<file path="src/rtl/demosaic_window_ctrl_pkg.sv">
// demosaic_window_ctrl_pkg: Bayer phase encodings, pattern constants and window geometry shared with the kernel-select mux.
package demosaic_window_ctrl_pkg;
  typedef enum logic [1:0] {PH_R = 2'd0, PH_GR = 2'd1, PH_GB = 2'd2, PH_B = 2'd3} phase_t;
  typedef enum logic {IDLE = 1'b0, RUN = 1'b1} state_t;
  localparam logic [1:0] BAYER_RGGB = 2'b00;
  localparam logic [1:0] BAYER_GRBG = 2'b01;
  localparam logic [1:0] BAYER_GBRG = 2'b10;
  localparam logic [1:0] BAYER_BGGR = 2'b11;
  localparam int WIN = 5;
  localparam int HALO = WIN - 1;
  // Parity of the input pixel equals parity of the centre two rows/cols back.
  function automatic phase_t phase_of(input logic r0, input logic c0, input logic [1:0] bayer);
    return phase_t'({r0, c0} ^ bayer);
  endfunction
endpackage

</file>
<file path="src/rtl/demosaic_window_ctrl_raster_counter.sv">
// raster_counter: row/col position of the current pixel; restart makes the current pixel (0,0).
module raster_counter #(
  parameter int W = 640,
  parameter int H = 480
) (
  input  logic                 clk,
  input  logic                 rst,
  input  logic                 restart,
  input  logic                 inc,
  output logic [$clog2(H)-1:0] row,
  output logic [$clog2(W)-1:0] col,
  output logic                 wrap,
  output logic                 last
);
  localparam int CW = $clog2(W);
  localparam int RW = $clog2(H);
  logic [RW-1:0] row_q;
  logic [CW-1:0] col_q;
  always_comb begin
    row = restart ? '0 : row_q;
    col = restart ? '0 : col_q;
    wrap = col == CW'(W - 1);
    last = wrap && row == RW'(H - 1);
  end
  always_ff @(posedge clk) begin
    if (rst) begin
      row_q <= '0;
      col_q <= '0;
    end else if (inc) begin
      col_q <= wrap ? '0 : col + 1'b1;
      row_q <= wrap ? (last ? '0 : row + 1'b1) : row;
    end
  end
endmodule

</file>
<file path="src/rtl/demosaic_window_ctrl.sv">
// demosaic_window_ctrl: raster tracking and 5x5 window-centre sequencing for Bayer demosaicing.
module demosaic_window_ctrl
  import demosaic_window_ctrl_pkg::*;
#(
  parameter int         IMG_W = 640,
  parameter int         IMG_H = 480,
  parameter logic [1:0] BAYER = 2'b00
) (
  input  logic                     clk,
  input  logic                     rst,
  input  logic                     in_valid,
  input  logic                     in_sof,
  output logic                     in_ready,
  output logic                     lb_wr_en,
  output logic [$clog2(IMG_W)-1:0] lb_addr,
  output logic                     out_valid,
  input  logic                     out_ready,
  output logic [1:0]               out_phase,
  output logic                     out_sof,
  output logic                     out_eol,
  output logic                     frame_done,
  output logic                     sof_err
);
  localparam int CW = $clog2(IMG_W);
  localparam int RW = $clog2(IMG_H);
  state_t state, state_nx;
  logic [RW-1:0] row;
  logic [CW-1:0] col;
  logic acc, start, take, done, ld, wrap, last;
  raster_counter #(.W(IMG_W), .H(IMG_H)) u_cnt (
    .clk(clk), .rst(rst), .restart(in_sof), .inc(take),
    .row(row), .col(col), .wrap(wrap), .last(last)
  );
  always_ff @(posedge clk) state <= rst ? IDLE : state_nx;
  always_comb begin
    in_ready = !rst && (out_ready || !out_valid);
    acc = in_valid && in_ready;
    start = acc && in_sof;
    take = acc && (state == RUN || in_sof);
    done = take && last;
    ld = take && row >= RW'(HALO) && col >= CW'(HALO);
    state_nx = done ? IDLE : start ? RUN : state;
  end
  always_comb begin
    lb_wr_en = take;
    lb_addr = col;
  end
  // While in RUN the stored position is never (0,0), so any sof seen there is misplaced.
  always_ff @(posedge clk) begin
    if (rst) begin
      out_valid <= 1'b0;
      out_phase <= 2'b00;
      out_sof <= 1'b0;
      out_eol <= 1'b0;
      frame_done <= 1'b0;
      sof_err <= 1'b0;
    end else begin
      frame_done <= done;
      sof_err <= sof_err || (start && state == RUN);
      if (ld) begin
        out_valid <= 1'b1;
        out_phase <= phase_of(row[0], col[0], BAYER);
        out_sof <= row == RW'(HALO) && col == CW'(HALO);
        out_eol <= wrap;
      end else if (out_ready) begin
        out_valid <= 1'b0;
      end
    end
  end
endmodule

</file>
<file path="config.mk">
export PLATFORM = sky130hd
export DESIGN_NAME = demosaic_window_ctrl
export DESIGN_NICKNAME = d
export VERILOG_FILES = /design/src/rtl/demosaic_window_ctrl_pkg.sv /design/src/rtl/demosaic_window_ctrl_raster_counter.sv /design/src/rtl/demosaic_window_ctrl.sv
export SDC_FILE = /design/constraint.sdc
export NUM_CORES = 1
export LEC_CHECK = 0
export ABC_AREA = 0
export CAP_MARGIN = 20
export CORE_MARGIN = 2
export CORE_UTILIZATION = 40
export CTS_BUF_LIST = sky130_fd_sc_hd__clkbuf_4 sky130_fd_sc_hd__clkbuf_8 sky130_fd_sc_hd__clkbuf_16
export DETAILED_ROUTE_END_ITERATION = 10
export PLACE_DENSITY_LB_ADDON = 0.12
export SYNTH_ARGS = -nofsm -noshare
export SYNTH_HDL_FRONTEND = slang
export SYNTH_HIERARCHICAL = 1
export SYNTH_SLANG_ARGS = --single-unit
</file>
<file path="constraint.sdc">
create_clock -name clk -period 3.6 [get_ports clk]
set_clock_uncertainty 0.05 [all_clocks]
set_input_delay 0.72 -clock clk [delete_from_list [all_inputs] [get_ports clk]]
set_output_delay 0.72 -clock clk [all_outputs]
set_load 0.1 [all_outputs]
</file>
==> metrics.md <==
| Metric | Value |
|---|---|
| Pre-CTS setup slack | `0.2544 ns` |
| Yosys top cell area share | `0.3224` |
| CP most frequent cell | `buf_12` |
| Die span in y | `68.74 um` |
| CTS sink count | `27` |
| Max IR drop VDD | `0.1403 mV` |
| Endpoints failing setup | `0` |
| Critical Path RT | `2.83 ns` |
| Share of cells above drive strength 1 | `0.1730` |
| GRT Total Usage | `0.2104` |
| Final Max Tran Viols | `0` |
| Startpoint Class | `primary input` |
| NumNets Final | `245` |
| Family with the most delay on the worst path | `buffers and inverters` |
| Routed Antenna Nets | `0` |
| Top cells by count, synth | `27 x dfxtp_1, 23 x nor2b_1, 16 x nand2_1, 16 x nor2_1, 14 x a21oi_1` |
| WS Path Type | `in -> out` |
| Post-route clock period utilization | `0.8881` |
| Most frequent cell after synthesis | `dfxtp_1` |
| Syn Area/Cell | `7.984 um2` |
| CTS Hold Buffers Added | `0` |
| Post-CTS Resized | `0` |
| Area Overhead vs Synth | `31.57%` |
| Via count | `1720` |
| DRC | `0` |
| Status | `finished, final reports clean` |
| Yosys warning total | `6` |
| Initial DRC Count | `111` |
| Actual slew at the worst max-slew pin | `0.9736 ns` |
| Worst Hold Class | `reg -> reg` |
| Clock Tree Buf Depth | `2` |
| Post-synth EDFFs | `0` |
| CP max FO | `30` |
| Setup WS post-layout | `0.4029 ns` |
| GPL Wtd Cong | `0.8475` |
| Biggest area consumer among synthesized cells | `dfxtp_1` |
| DRT Pass-1 Iters | `5` |
| H-tree Lvls | `1` |
| Wire per inst | `16.28 um` |
| Final Hold Slack | `0.4346 ns` |
| Placed inst area | `0.002157 mm2` |
| I/O Buffers | `23` |
| Largest net degree at the start of global routing | `31` |
| Clk slew on worst S/H paths | `0.09 ns` |
| Syn Nets | `217` |
| Total wire length | `4.671 mm` |
| Syn Inst Count | `210` |
| CTS tree | `built` |
| Post-synth ARST share | `0` |
| Max-Cap Viols | `0` |
| # rows | `23` |
| FF+latch count, synth | `27` |
| Synth unique cells | `48` |
| Initial Util | `0.4161` |
| Final hold vios | `0` |
| DIE AREA | `0.004725 mm2` |
| Vias in the first global route | `1629` |
| Diodes inserted | `0` |
| I/O pin count | `24` |
| Power Dens Cells | `251.4 mW/mm2` |
| TNS Setup | `0 ns` |
| Final Critical Period | `3.197 ns` |
| Total grt overflow | `0` |
| First-pass GRT wire length | `7.534 mm` |
| Root buffer cell | `clkbuf_8` |
| Worst path buffer plus inverter count | `3` |
| CP Data Arrival Time | `2.43 ns` |
| Fmax achieved | `312.8 MHz` |
| Latest clock arrival within the worst-skew pair | `0.27 ns` |
| Top area cells in the synthesized netlist | `dfxtp_1 32%, nor2b_1 8.6%, a21oi_1 4.2%` |
| CTS buffer count | `3` |
| LEAKAGE | `0.8233 nW` |
| Setup crit end kind | `primary output` |
| # Post-CTS Setup Buffers | `0` |
| Slowest-stage cell, CP | `clkdlybuf4s50_1` |
| Unrepaired setup endpoints after global routing | `false` |
| Post-synthesis sequential area ratio | `0.3224` |
| Initial antenna violation count | `0` |
| Detailed-route vias per instance | `5.993` |
| Max_slew headroom | `0.3489` |
| Post-DP HPWL | `3.332 mm` |
| Delay of the slowest critical-path stage | `0.69 ns` |
| Worst-path cell chain | `clkdlybuf4s50_1 > buf_12 > nor2_1 > nor4b_4 > buf_12` |
| Die width | `68.74 um` |
| Finished Cell Area | `0.002206 mm2` |
| Post-Syn Area | `0.001677 mm2` |
| Top FF cell, synth | `dfxtp_1` |
| Area of the core | `0.004029 mm2` |
worst paths after layout:
path                                      from             end  slack, ns  cells after the start
worst min-delay path                   out_sof         out_sof       0.43                      2
worst min register to register         out_sof         out_sof       0.43                      2
worst max-delay path                    in_sof        lb_wr_en       0.40                      5
worst max register to register  u_cnt/col_q[0]  u_cnt/col_q[9]       1.38                      7
sequential cells by signal, indices dropped and copies added (netlist names):
| register | cells |
|---|---|
| frame_done | 1 |
| out_eol | 1 |
| out_phase | 2 |
| out_sof | 1 |
| out_valid | 1 |
| sof_err | 1 |
| state | 1 |
| u_cnt/col_q | 10 |
| u_cnt/row_q | 9 |
placed cells by master, fill, tap and decap left out, types with 3 or more instances in the layout:
cell,count
nand4_1,7
buf_4,11
or4_1,3
and3_1,5
a21oi_1,14
inv_1,6
mux2_1,3
clkdlybuf4s50_1,11
nand2b_1,3
nand2_1,16
nor2b_1,21
buf_12,13
nor3_1,10
a31oi_1,4
dfxtp_1,27
o21ai_0,8
clkbuf_8,3
nor2_1,16
nand3_1,5
and2_1,3
nand4b_1,4
cells by family after synthesis:
kind of cell	after synthesis	synth area share
mux	5	0.03283
buf+inv	19	0.04477
fa+ha+maj	2	0.01492
compound gates	44	0.1709
simple gates	113	0.4142
flops	27	0.3224
per-stage QoR:
stage,utilization,instances,power [W]
after floorplan,-,210,0.0003488
after global placement,0.5354,283,0.0003743
after detailed placement,0.5354,283,0.0003751
after CTS,0.5475,287,0.0005578
after global routing,0.5475,287,0.0005742
final,0.5475,287,0.0005546
worst register-to-register path, cell delays in order, from the launching register on:
cell and delay [ns]:
dfxtp_1 0.40, nor2b_2 0.19, ha_1 0.19, and3_1 0.29
nand4_2 0.26, clkinv_1 0.28, a311oi_1 0.09, a311o_1 0.36
layout make-up:
type / instances / area [um2]
well taps: 50 / 62.56
multi-input cells: 164 / 1075
fillers: 372 / 1823
repair buffers: 35 / 452.9
clock buffers: 4 / 48.80
inverters: 7 / 26.28
flip-flops and latches: 27 / 540.5
power by group:
part	leakage (nW)	internal, W	switching [W]
registers	0.218	0.000300	0.00000136
logic	0.579	0.0000245	0.0000430
clock network	0.0262	0.0000869	0.0000990
per-layer routing:
layer / track usage / wire length [um]
met1: 0.2803 / 2132
met2: 0.3522 / 2145
met3: 0.02597 / 336
met4: 0.06863 / 57
met5: 0 / 0
No activity file was read; power rests on OpenSTA's default activity.
